File: src/rtl/guess_pkg.sv
// Shared definitions for the guess-LEDs game sequencer: state encoding,
// LFSR seed/taps, LED blink patterns and small arithmetic helpers.
package guess_pkg;

  typedef enum logic [2:0] {
    ST_IDLE  = 3'd0,
    ST_SHOW  = 3'd1,
    ST_HIDE  = 3'd2,
    ST_GUESS = 3'd3,
    ST_WIN   = 3'd4,
    ST_LOSE  = 3'd5
  } state_t;

  localparam logic [3:0] LFSR_SEED  = 4'b0001;
  localparam logic [3:0] LFSR_TAPS  = 4'b1100;

  localparam logic [3:0] PAT_OFF    = 4'b0000;
  localparam logic [3:0] PAT_WIN    = 4'b1111;
  localparam logic [3:0] PAT_LOSE_A = 4'b0101;
  localparam logic [3:0] PAT_LOSE_B = 4'b1010;

  localparam logic [7:0] SCORE_MAX  = 8'd255;

  // One Fibonacci step for x^4+x^3+1: shift left, feed back parity of taps.
  function automatic logic [3:0] lfsr_next(input logic [3:0] q);
    return {q[2:0], ^(q & LFSR_TAPS)};
  endfunction

  // Streak increment that sticks at the maximum instead of wrapping.
  function automatic logic [7:0] score_inc(input logic [7:0] s);
    if (s == SCORE_MAX) begin
      return SCORE_MAX;
    end else begin
      return s + 8'd1;
    end
  endfunction

endpackage

File: src/rtl/guess_ctrl_lfsr4.sv
// Free-running 4-bit maximal-length LFSR used as the secret source.
// Seeded non-zero, so the all-zero lock-up state is never visited.
module lfsr4
  import guess_pkg::*;
(
  input  logic       CLK,
  input  logic       RST,
  output logic [3:0] Q
);

  logic [3:0] lfsr_r;

  // Advance the LFSR every clock; reset returns it to the seed.
  always_ff @(posedge CLK or negedge RST) begin
    if (!RST) begin
      lfsr_r <= LFSR_SEED;
    end else begin
      lfsr_r <= lfsr_next(lfsr_r);
    end
  end

  assign Q = lfsr_r;

endmodule

File: src/rtl/guess_ctrl.sv
// Round sequencer for the guess-LEDs game. Paced by the divider TICK:
// latch a random secret, show it, blank it, take a guess, flash result.
// Every output is a register loaded from the next-state decode, so each
// output reflects the new state in the same cycle the state changes.
module guess_ctrl
  import guess_pkg::*;
#(
  parameter int SHOW_TICKS   = 4,
  parameter int HIDE_TICKS   = 2,
  parameter int GUESS_TICKS  = 10,
  parameter int RESULT_TICKS = 6,
  parameter int CNT_W        = 8
) (
  input  logic       CLK,
  input  logic       RST,
  input  logic       TICK,
  input  logic       START,
  input  logic       CONFIRM,
  input  logic [3:0] BTN,
  output logic       DIV_RST,
  output logic [3:0] LED,
  output logic       WIN,
  output logic       LOSE,
  output logic [7:0] SCORE,
  output logic       BUSY
);

  localparam logic [CNT_W-1:0] SHOW_LOAD   = CNT_W'(SHOW_TICKS - 1);
  localparam logic [CNT_W-1:0] HIDE_LOAD   = CNT_W'(HIDE_TICKS - 1);
  localparam logic [CNT_W-1:0] GUESS_LOAD  = CNT_W'(GUESS_TICKS - 1);
  localparam logic [CNT_W-1:0] RESULT_LOAD = CNT_W'(RESULT_TICKS - 1);
  localparam logic [CNT_W-1:0] CNT_ZERO    = {CNT_W{1'b0}};
  localparam logic [CNT_W-1:0] CNT_ONE     = {{(CNT_W-1){1'b0}}, 1'b1};

  state_t           state_r, state_nxt_s;
  logic [CNT_W-1:0] cnt_r, cnt_nxt_s;
  logic [3:0]       secret_r, secret_nxt_s;
  logic [7:0]       score_r, score_nxt_s;
  logic [3:0]       led_r, led_nxt_s;
  logic             div_rst_r, div_rst_nxt_s;
  logic             win_r, lose_r, busy_r;
  logic             start_prev_r, confirm_prev_r;
  logic             start_armed_r;
  logic [3:0]       lfsr_s;
  logic             start_edge_s, confirm_edge_s, expired_s;

  lfsr4 u_lfsr (
    .CLK (CLK),
    .RST (RST),
    .Q   (lfsr_s)
  );

  // A START edge only counts once START has been seen low since reset,
  // so a level held through reset release cannot launch a round.
  assign start_edge_s   = START & ~start_prev_r & start_armed_r;
  assign confirm_edge_s = CONFIRM & ~confirm_prev_r;
  assign expired_s      = TICK && (cnt_r == CNT_ZERO);

  // Sample START/CONFIRM for rising-edge detection and arm START.
  always_ff @(posedge CLK or negedge RST) begin
    if (!RST) begin
      start_prev_r   <= 1'b0;
      confirm_prev_r <= 1'b0;
      start_armed_r  <= 1'b0;
    end else begin
      start_prev_r   <= START;
      confirm_prev_r <= CONFIRM;
      start_armed_r  <= start_armed_r | ~START;
    end
  end

  // State, counter, secret, streak and all registered outputs.
  always_ff @(posedge CLK or negedge RST) begin
    if (!RST) begin
      state_r   <= ST_IDLE;
      cnt_r     <= CNT_ZERO;
      secret_r  <= 4'b0000;
      score_r   <= 8'd0;
      led_r     <= PAT_OFF;
      div_rst_r <= 1'b1;
      win_r     <= 1'b0;
      lose_r    <= 1'b0;
      busy_r    <= 1'b0;
    end else begin
      state_r   <= state_nxt_s;
      cnt_r     <= cnt_nxt_s;
      secret_r  <= secret_nxt_s;
      score_r   <= score_nxt_s;
      led_r     <= led_nxt_s;
      div_rst_r <= div_rst_nxt_s;
      win_r     <= (state_nxt_s == ST_WIN);
      lose_r    <= (state_nxt_s == ST_LOSE);
      busy_r    <= (state_nxt_s != ST_IDLE);
    end
  end

  // Next-state decode: tick countdown, transitions and next LED value.
  always_comb begin
    state_nxt_s   = state_r;
    cnt_nxt_s     = cnt_r;
    secret_nxt_s  = secret_r;
    score_nxt_s   = score_r;
    led_nxt_s     = led_r;
    div_rst_nxt_s = 1'b1;

    case (state_r)
      ST_IDLE: begin
        led_nxt_s = PAT_OFF;
        if (start_edge_s) begin
          state_nxt_s   = ST_SHOW;
          secret_nxt_s  = lfsr_s;
          cnt_nxt_s     = SHOW_LOAD;
          div_rst_nxt_s = 1'b0;
          led_nxt_s     = lfsr_s;
        end else begin
          state_nxt_s = ST_IDLE;
        end
      end

      ST_SHOW: begin
        led_nxt_s = secret_r;
        if (expired_s) begin
          state_nxt_s = ST_HIDE;
          cnt_nxt_s   = HIDE_LOAD;
          led_nxt_s   = PAT_OFF;
        end else if (TICK) begin
          cnt_nxt_s = cnt_r - CNT_ONE;
        end else begin
          cnt_nxt_s = cnt_r;
        end
      end

      ST_HIDE: begin
        led_nxt_s = PAT_OFF;
        if (expired_s) begin
          state_nxt_s = ST_GUESS;
          cnt_nxt_s   = GUESS_LOAD;
          led_nxt_s   = BTN;
        end else if (TICK) begin
          cnt_nxt_s = cnt_r - CNT_ONE;
        end else begin
          cnt_nxt_s = cnt_r;
        end
      end

      ST_GUESS: begin
        led_nxt_s = BTN;
        // A commit beats a simultaneous timeout.
        if (confirm_edge_s) begin
          cnt_nxt_s = RESULT_LOAD;
          if (BTN == secret_r) begin
            state_nxt_s = ST_WIN;
            score_nxt_s = score_inc(score_r);
            led_nxt_s   = PAT_WIN;
          end else begin
            state_nxt_s = ST_LOSE;
            score_nxt_s = 8'd0;
            led_nxt_s   = PAT_LOSE_A;
          end
        end else if (expired_s) begin
          state_nxt_s = ST_LOSE;
          cnt_nxt_s   = RESULT_LOAD;
          score_nxt_s = 8'd0;
          led_nxt_s   = PAT_LOSE_A;
        end else if (TICK) begin
          cnt_nxt_s = cnt_r - CNT_ONE;
        end else begin
          cnt_nxt_s = cnt_r;
        end
      end

      ST_WIN: begin
        if (expired_s) begin
          state_nxt_s = ST_IDLE;
          led_nxt_s   = PAT_OFF;
        end else if (TICK) begin
          cnt_nxt_s = cnt_r - CNT_ONE;
          led_nxt_s = (led_r == PAT_WIN) ? PAT_OFF : PAT_WIN;
        end else begin
          led_nxt_s = led_r;
        end
      end

      ST_LOSE: begin
        if (expired_s) begin
          state_nxt_s = ST_IDLE;
          led_nxt_s   = PAT_OFF;
        end else if (TICK) begin
          cnt_nxt_s = cnt_r - CNT_ONE;
          led_nxt_s = (led_r == PAT_LOSE_A) ? PAT_LOSE_B : PAT_LOSE_A;
        end else begin
          led_nxt_s = led_r;
        end
      end

      default: begin
        state_nxt_s = ST_IDLE;
        led_nxt_s   = PAT_OFF;
      end
    endcase
  end

  assign DIV_RST = div_rst_r;
  assign LED     = led_r;
  assign WIN     = win_r;
  assign LOSE    = lose_r;
  assign SCORE   = score_r;
  assign BUSY    = busy_r;

endmodule

File: config.mk
export PLATFORM = sky130hd
export DESIGN_NAME = guess_ctrl
export DESIGN_NICKNAME = d
export VERILOG_FILES = /design/src/rtl/guess_pkg.sv /design/src/rtl/guess_ctrl_lfsr4.sv /design/src/rtl/guess_ctrl.sv
export SDC_FILE = /design/constraint.sdc
export NUM_CORES = 1
export LEC_CHECK = 0
export CAP_MARGIN = 10
export CORE_MARGIN = 10
export CORE_UTILIZATION = 30
export CTS_CLUSTER_DIAMETER = 80
export DETAILED_ROUTE_END_ITERATION = 8
export PLACE_DENSITY = 0.46
export REMOVE_ABC_BUFFERS = 1
export SYNTH_ARGS = -nofsm -noshare
export SYNTH_HDL_FRONTEND = slang
export SYNTH_SLANG_ARGS = --single-unit
export TNS_END_PERCENT = 20
File: constraint.sdc
create_clock -name CLK -period 2.8 [get_ports CLK]
set_input_delay 0.56 -clock CLK [delete_from_list [all_inputs] [get_ports CLK]]
set_output_delay 0.56 -clock CLK [all_outputs]
set_load 0.03 [all_outputs]
Word-level counts from Yosys, hierarchy flattened. Cells that the tools add are included.

Bits in registers: 38. Bits of input ports: 9. Output and inout port bits: 16. Word-level logic and storage cells: 84.

$add $sub $neg: 2. Equality and inequality tests: 15. Multiplexer cells: 35. Bitwise gates (word level): 7. Reduce and logical (&&, ||, !) cells: 12.

Operators by type and width (count): 8-bit two-way mux (11); 4-bit two-way mux (12); 8-bit case mux with 5 select lines (1); 4-bit case mux with 6 select lines (1); 3-bit two-way mux (5); 3-bit case mux with 5 select lines (1); 3-bit equality test, second input constant (4); 8-bit by 1-bit adder with 8-bit output, second input constant (1); 8-bit equality test, second input constant (1); 8-bit logical NOT (1); 8-bit by 1-bit subtractor with 8-bit output, second input constant (1); 3-bit by 2-bit equality test with 1-bit output, second input constant (2); 3-bit inequality test, second input constant (2); 2-bit AND reduction (3); 5-bit nonzero test (1); 4-bit by 3-bit equality test with 1-bit output, second input constant (1); 4-bit equality test (1); 4-bit equality test, second input constant (1); 1-bit two-way mux (4); 2-bit inequality test, second input constant (2); 4-bit XOR reduction (1); 1-bit bitwise AND (3); 3-bit by 1-bit equality test with 1-bit output, second input constant (1); 3-bit logical NOT (1); other kinds (7) (9).

Depth between registers and ports, before layout. Gate-level depths: netlist of run 1.

Depth after elaboration: 6. Depth in mapped cells: 8. Mapped depth without buffers: 7.

Hierarchy. A second synthesis of run 1 with hierarchy kept.

Cells, all modules: 224. Area total of the unflattened synthesis: 2154.6 um2.

By module, submodules not included: guess_ctrl (times used 1, cells an instance 219, area each 2044.5 um2, seq. area each 852.1 um2); lfsr4 (times used 1, cells an instance 5, area each 110.1 um2, seq. area each 101.3 um2).

Worst setup path before layout of run 1. Ideal clock, no wire load.

Path kind: register to register. From: register cnt_r[6]. To: register led_r[0], in the netlist LED[0]. Library setup time: 126 ps. Arrival: 1902 ps. Data required time: 2674 ps. Slack: 772 ps. Cell stages (with the launch flop): 6. Path buffers: 0. Period minus slack after synthesis: 2028 ps. Cell sequence: dfrtp_1 > or4_4 > or3_1 > or2b_2 > o21ai_2 > o32a_1.

Longest elaborated chain between the ends: 5.

RTL lines: start, declared (RTL line guess_ctrl.sv:36) `logic [CNT_W-1:0] cnt_r, cnt_nxt_s;`; start signal, assigned (RTL line guess_ctrl.sv:86) `cnt_r <= cnt_nxt_s;`; 8-bit logical NOT * (RTL line guess_ctrl.sv:57) `assign expired_s = TICK && (cnt_r == CNT_ZERO);`; 1-bit logical AND * (RTL line guess_ctrl.sv:57); 4-bit two-way mux (RTL line guess_ctrl.sv:160) `end else if (expired_s) begin`; 4-bit two-way mux (RTL line guess_ctrl.sv:149) `if (confirm_edge_s) begin`; 4-bit case mux with 6 select lines (RTL line guess_ctrl.sv:106) `case (state_r)`; end signal, assigned (RTL line guess_ctrl.sv:89) `led_r <= led_nxt_s;`; end, declared (RTL line guess_ctrl.sv:39) `logic [3:0] led_r, led_nxt_s;`.

Mark *: on every way between the ends. The rest lies on a longest branch, timed or not. A chain may end at the register's enable or synchronous reset.

Worst setup path after layout of run 1.
From: input port START. To: register cnt_r[1].

Longest elaborated chain between the ends: 4.

RTL lines: start, declared (RTL line guess_ctrl.sv:17) `input logic START,`; 1-bit bitwise AND (2 in series) (RTL line guess_ctrl.sv:55) `assign start_edge_s = START & ~start_prev_r & start_armed_r;`; 2-bit inequality test (no source line); 3-bit AND reduction (no source line).

Every way passes these cells.

==> results of run 1 <==
==> flip-flops by register name, indices dropped and copies added, names as in the netlist <==
| signal | count |
|---|---|
| SCORE | 8 |
| cnt_r | 8 |
| LED | 4 |
| secret_r | 4 |
| u_lfsr.Q | 4 |
| state_r | 3 |
| BUSY | 1 |
| DIV_RST | 1 |
| LOSE | 1 |
| WIN | 1 |
| confirm_prev_r | 1 |
| start_armed_r | 1 |
| start_prev_r | 1 |
==> area by class of cell <==
cell class	count	share of cell area, %
Sequential cell	38	39.50
Inverter	9	1.400
Multi-Input combinational cell	144	39.76
Tap cell	77	3.992
Timing Repair Buffer	30	11.61
Clock buffer	5	2.851
Clock inverter	3	0.8813
==> where the power goes <==
part	switching, uW	internal (uW)	total [uW]
Combinational	345	300	645
Sequential	148	664	812
Clock	213	175	388
==> path summary, 6_finish.rpt <==
| check | to | slack, ns | cells after the start |
|---|---|---|---|
| min reg2reg | u_lfsr.Q[2]$_DFF_PN0_ | 0.37 | 0 |
| max in group asynchronous | state_r[1]$_DFF_PN0_ | 1.88 | 1 |
| max reg2reg | cnt_r[1]$_DFFE_PN0P_ | 0.55 | 8 |
| min in group CLK | u_lfsr.Q[2]$_DFF_PN0_ | 0.37 | 0 |
| max | cnt_r[1]$_DFFE_PN0P_ | 0.49 | 6 |
| min | cnt_r[5]$_DFFE_PN0P_ | 0.37 | 1 |
==> per-layer routing <==
metal | up-vias | GRT usage (%) | routed length, um
li1 | 794 | - | -
met1 | 777 | 13.99 | 2420
met2 | 25 | 14.84 | 2097
met3 | 6 | 2.927 | 227
met4 | 0 | 2.894 | 56
met5 | - | 0 | 0
==> stage by stage <==
step	util, %	hold slack [ns]
6_report	37.79	0.3681
3_3_place_gp	36.38	0.3549
5_1_grt	37.79	0.3904
2_1_floorplan	-	0.2644
4_1_cts	37.79	0.3722
3_5_place_dp	36.38	0.3582
==> logic make-up after synthesis <==
kind of cell | share of synthesized area (%)
buffers and inverters | 3.411
muxes | 1.642
and+or+nand+nor | 20.21
DFF | 48.14
AOI/OAI and AO/OA | 23.12
adders and majority gates | 1.263
xor gates and xnor gates | 2.211
==> worst max-delay path, stage by stage <==
cell             delay, ns
clkdlybuf4s50_1       0.49
nand3b_1              0.13
a221oi_1              0.72
buf_4                 0.28
o21ai_0               0.11
a22o_1                0.19
==> synthesized netlist by cell type, types with 2 or more instances <==
cell type,number
a221o_1,4
o21ai_2,2
xnor2_1,4
dfstp_2,2
o21ai_0,9
o21a_1,2
nand3_1,7
a21o_1,6
nand3b_1,2
mux2_2,2
dfrtp_1,36
a31oi_1,4
and2_1,8
nand2_1,12
o211a_1,3
a21oi_1,14
a22o_1,7
inv_1,9
nor2_1,12
ha_1,2
or2_2,4
nor4_1,3
nand2b_1,4
a311o_1,2
clkbuf_1,3
nor2b_1,2
and3_1,2
o31ai_1,2
buf_2,3
o32a_1,2
nor3_1,3
or3_1,5
==> results.txt, run 1 <==
run status -> finished, final reports clean
Setup WS post-layout -> 0.4897 ns
CP required -> 2.98 ns
antenna violations before repair -> 0
DRC Markers -> 0
Slew Limit Headroom -> 42.31%
synth top area cells -> dfrtp_1 45%, a21oi_1 3.5%, a22o_1 3.1%
Placed Cells -> 298
RSZ-0062 raised after global routing -> no
Design Area, Final -> 2414 um2
post-synthesis sequential area ratio -> 48.14%
post-synth top area share -> 45.48%
leakage power -> 0.001085 uW
clk_lat worst skew -> 0.30 ns
Main synth FF type -> dfrtp_1
routed vias/inst -> 5.235
layout cells sized above 1 -> 13.54%
Area after DPL -> 2323 um2
Gate Count Post-Synth -> 198
Avg WL per Cell -> 15.69 um
area of the multi-input gates -> 959.7 um2
port bufs -> 24
fraction of registers with async set/reset -> 100.0%
CTS buffer count -> 5
Post-Route WL -> 4801 um
Crit Path Category -> primary input to register
Tmin final -> 2.310 ns
H-tree levels -> 2
synthesized area -> 1981 um2
CTS Buffer Depth -> 2
count of final hold-check violations -> 0
Yosys top cell by area -> dfrtp_1
Max FO, Critical Path -> 6
setup bufs post-CTS -> 0
clk sinks -> 38
die width -> 101.3 um
grt ovf -> 0
CTS Hold Bufs -> 0
endpoints failing setup -> 0
gpl congestion -> 0.7340
HPWL Detailed -> 3411 um
VDD IR max -> 0.3630 mV
layout net count -> 239
GRT Util Overall -> 10.10%
die area -> 10250 um2
Die Y -> 101.3 um
synth unique cells -> 48
length of the first detailed-routing pass in iterations -> 4
actual slew at the worst max-slew pin -> 0.8654 ns
Worst Setup Start Kind -> primary input
root buf cell -> clkbuf_8
Final Skew -> 0.008116 ns
reg-to-reg critical path startpoint -> cnt_r[0]$_DFFE_PN0P_
antenna diode count -> 0
vias in the first global route -> 1671
crit path launch -> START
CP endpoint kind -> register
core area -> 6386 um2
Final period util -> 82.51%
via count -> 1602
dpl ws -> 0.2108 ns
# Max-Cap Violations -> 0
Layout area overhead -> 21.86%
Seq. cell area -> 953.4 um2
setup tns final -> 0 ns
crit path DAT -> 2.49 ns
initial core utilization -> 31.01%
Hold Path Class -> primary input to asynchronous set/reset pin
I/O pins -> 25
Yosys warnings -> 0
Seq cells post-synth -> 38
total power -> 1845 uW
most frequent cells in the layout -> 36 x dfrtp_1, 23 x clkdlybuf4s50_1, 14 x a21oi_1
fin. max-slew vios -> 0
Reg clk slew, reported paths -> 0.08 ns
number of fill cells in the layout -> 657
most common cell after layout, fill and taps aside -> dfrtp_1
PwrDens -> 764.2 nW/um2
Site Rows -> 29
post-synthesis area per instance -> 10.00 um2
first-pass GRT wire length -> 8500 um
PostCTS Resize Cnt -> 0
DRT iter0 DRCs -> 67
fin cells -> 306
DRT antenna net count -> 0
largest net degree at the start of global routing -> 39
fmax -> 432.8 MHz
number of flops mapped to enable cells by yosys -> 0
CTS tree -> done
Power figures use the tool's default switching activity.
==> run 2, diff against run 1 <==
Settings changed: PLACE_DENSITY 0.46 to 0.48.
Clock period 2.8 ns to 1.95 ns, I/O delays scaled along.
==> run 2 against run 1 <==
Compared with the run above: the run now ends with setup timing left; clock skew hardly changed; utilization is 7.7 points higher; register-to-register slack worse by 0.66 ns; largest cell class unchanged.
==> results.txt, run 2 (same netlist as run 1, synthesis figures left out) <==
die area -> 10250 um2 (unchanged)
Worst R2R End -> LED[2]$_DFFE_PN0P_ (was cnt_r[1]$_DFFE_PN0P_)
crit path DAT -> 2.24 ns (was 2.49 ns)
Slew Limit Headroom -> 67.34% (was 42.31%)
HPWL Detailed -> 3895 um (was 3411 um)
initial core utilization -> 31.01% (unchanged)
DRT antenna net count -> 0 (unchanged)
layout net count -> 282 (was 239)
CP max stage cell -> or4_4 (was a221oi_1)
Tmin final -> 2.062 ns
endpoints failing setup -> 13 (was 0)
layout cells sized above 1 -> 31.25% (was 13.54%)
actual slew at the worst max-slew pin -> 0.4900 ns (was 0.8654 ns)
Avg WL per Cell -> 14.83 um (was 15.69 um)
H-tree levels -> 2 (unchanged)
Final Skew -> 0.007709 ns (was 0.008116 ns)
Reg clk slew, reported paths -> 0.08 ns (about the same)
WHS -> 0.04995 ns (was 0.3681 ns)
CP endpoint kind -> register (unchanged)
largest net degree at the start of global routing -> 21 (was 39)
Hold Path Class -> primary input to asynchronous set/reset pin (unchanged)
Cell Chain, Critical Path -> or4_4, nor3_4, buf_12, nor3_4, a221o_1, o32a_1 (was clkdlybuf4s50_1, nand3b_1, a221oi_1, buf_4, o21ai_0, a22o_1)
Site Rows -> 29 (unchanged)
run status -> finished with violations (was finished, final reports clean)
die width -> 101.3 um (unchanged)
gpl congestion -> 0.7928 (was 0.7340)
RSZ-0062 raised after global routing -> yes (was no)
most frequent cells in the layout -> 40 x buf_4, 36 x dfrtp_1, 23 x clkdlybuf4s50_1 (was 36 x dfrtp_1, 23 x clkdlybuf4s50_1, 14 x a21oi_1)
clk sinks -> 38 (unchanged)
CP required -> 2.13 ns (was 2.98 ns)
Layout area overhead -> 46.75% (was 21.86%)
CP bufs+invs -> 1 (was 2)
CTS Buffer Depth -> 2 (unchanged)
Reg2Reg Setup Slack -> -0.11 ns (was 0.55 ns)
Design Area, Final -> 2907 um2 (was 2414 um2)
clk_lat worst skew -> 0.29 ns (was 0.30 ns)
antenna violations before repair -> 0 (unchanged)
most frequent cell on the critical path -> nor3_4
fmax -> 485.0 MHz
routed vias/inst -> 5.074 (was 5.235)
port bufs -> 24 (unchanged)
Core Util, Final -> 45.51% (was 37.79%)
fin. max-slew vios -> 0 (unchanged)
CTS tree -> done (unchanged)
Worst Reg-to-Reg Cells -> 6 (was 8)
setup tns final -> -0.8403 ns (was 0 ns)
GRT Util Overall -> 10.62% (was 10.10%)
Worst path top cell family by delay -> simple AND/OR/NAND/NOR gates (was compound AO/OA/AOI/OAI gates)
CTS buffer count -> 5 (unchanged)
most common cell after layout, fill and taps aside -> buf_4 (was dfrtp_1)
failing checks -> setup timing
vias in the first global route -> 1792 (was 1671)
via count -> 1771 (was 1602)
antenna diode count -> 0 (unchanged)
DRT iter0 DRCs -> 56 (was 67)
I/O pins -> 25 (unchanged)
Area after DPL -> 2641 um2 (was 2323 um2)
Crit Path Category -> register to register (was primary input to register)
core area -> 6386 um2 (unchanged)
grt ovf -> 0 (unchanged)
total power -> 3153 uW (was 1845 uW)
DRC Markers -> 0 (unchanged)
leakage power -> 0.001332 uW (was 0.001085 uW)
Die Y -> 101.3 um (unchanged)
CP max stage delay -> 0.57 ns (was 0.72 ns)
reg-to-reg critical path startpoint -> cnt_r[3]$_DFFE_PN0P_ (was cnt_r[0]$_DFFE_PN0P_)
crit path launch -> cnt_r[3]$_DFFE_PN0P_ (was START)
Post-Route WL -> 5175 um (was 4801 um)
count of final hold-check violations -> 0 (unchanged)
VDD IR max -> 0.4679 mV (was 0.3630 mV)
length of the first detailed-routing pass in iterations -> 4 (unchanged)
Worst Setup Start Kind -> register (was primary input)
root buf cell -> clkbuf_8 (unchanged)
first-pass GRT wire length -> 8921 um (was 8500 um)
PwrDens -> 1085 nW/um2 (was 764.2 nW/um2)
# Max-Cap Violations -> 0 (unchanged)
Final period util -> 105.7%
Max FO, Critical Path -> 5 (was 6)
Setup WS post-layout -> -0.1120 ns (was 0.4897 ns)
==> run 2: cell types whose count changed in the layout (fill, tap and decap cells not counted), sizes merged <==
cell,delta
buf,+43
clkinv,-2
bufinv,+1
clkbuf,+2
clkinvlp,-1
==> run 2: stage by stage <==
| step | setup WS [ns] | cells |
|---|---|---|
| after CTS | -0.1233 | 349 |
| after detailed placement | -0.2630 | 337 |
| after global routing | -0.1950 | 349 |
| after global placement | -0.2300 | 337 |
| after floorplan | -0.2496 | 191 |
| final | -0.1120 | 349 |
==> run 2: report_power, final <==
| part | total (uW) | internal [uW] | leakage, uW | switching [uW] |
|---|---|---|---|---|
| Sequential | 1090 | 955 | 0.000468 | 133 |
| Clock | 670 | 383 | 0.0000524 | 287 |
| Combinational | 1390 | 713 | 0.000812 | 682 |
| Total | 3150 | 2050 | 0.00133 | 1100 |
==> run 2: layout make-up <==
cell class / instances / area [um2]
flip-flops and latches: 38 / 953.4
fillers: 610 / 3480
multi-input cells: 144 / 1050
repair buffers: 73 / 666.9
inverters: 9 / 33.78
clock inverters: 1 / 30.03
clock buffers: 7 / 76.32
well taps: 77 / 96.34
==> run 2: metal layers <==
metal | part of all wire, % | vias up | global-route usage (%)
met5 | 0 | - | 0
met4 | 1.2 | 0 | 3.215
met3 | 5.3 | 7 | 3.268
met2 | 46 | 32 | 16.11
met1 | 48 | 859 | 14.11
li1 | - | 873 | -
==> run 2: worst reg2reg max path: cells and delay by family (launching register included) <==
kind	cells	cell delay, ns
and+or+nand+nor	3	0.79
DFF	1	0.38
buffers and inverters	1	0.14
AOI/OAI and AO/OA	2	0.64
==> run 2: worst max-delay path by stage <==
stage	endpoint	cells after the start
2_1_floorplan	cnt_r[2]$_DFFE_PN0P_	5
3_3_place_gp	LED[2]$_DFFE_PN0P_	6
3_5_place_dp	SCORE[2]$_DFFE_PN0P_	8
4_1_cts	LED[2]$_DFFE_PN0P_	5
5_1_grt	cnt_r[2]$_DFFE_PN0P_	6
6_report	LED[2]$_DFFE_PN0P_	6
==> run 2: repair_timing <==
| item | CTS | global route |
|---|---|---|
| setup buffers | 4 | 0 |
| hold buffers | 0 | 0 |
| cloned | 0 | 0 |
| endpoints found under the setup margin | 24 | 21 |
| gates resized for setup | 15 | 13 |
| endpoints found under the hold margin | 0 | 0 |
| pin swaps | 12 | 10 |
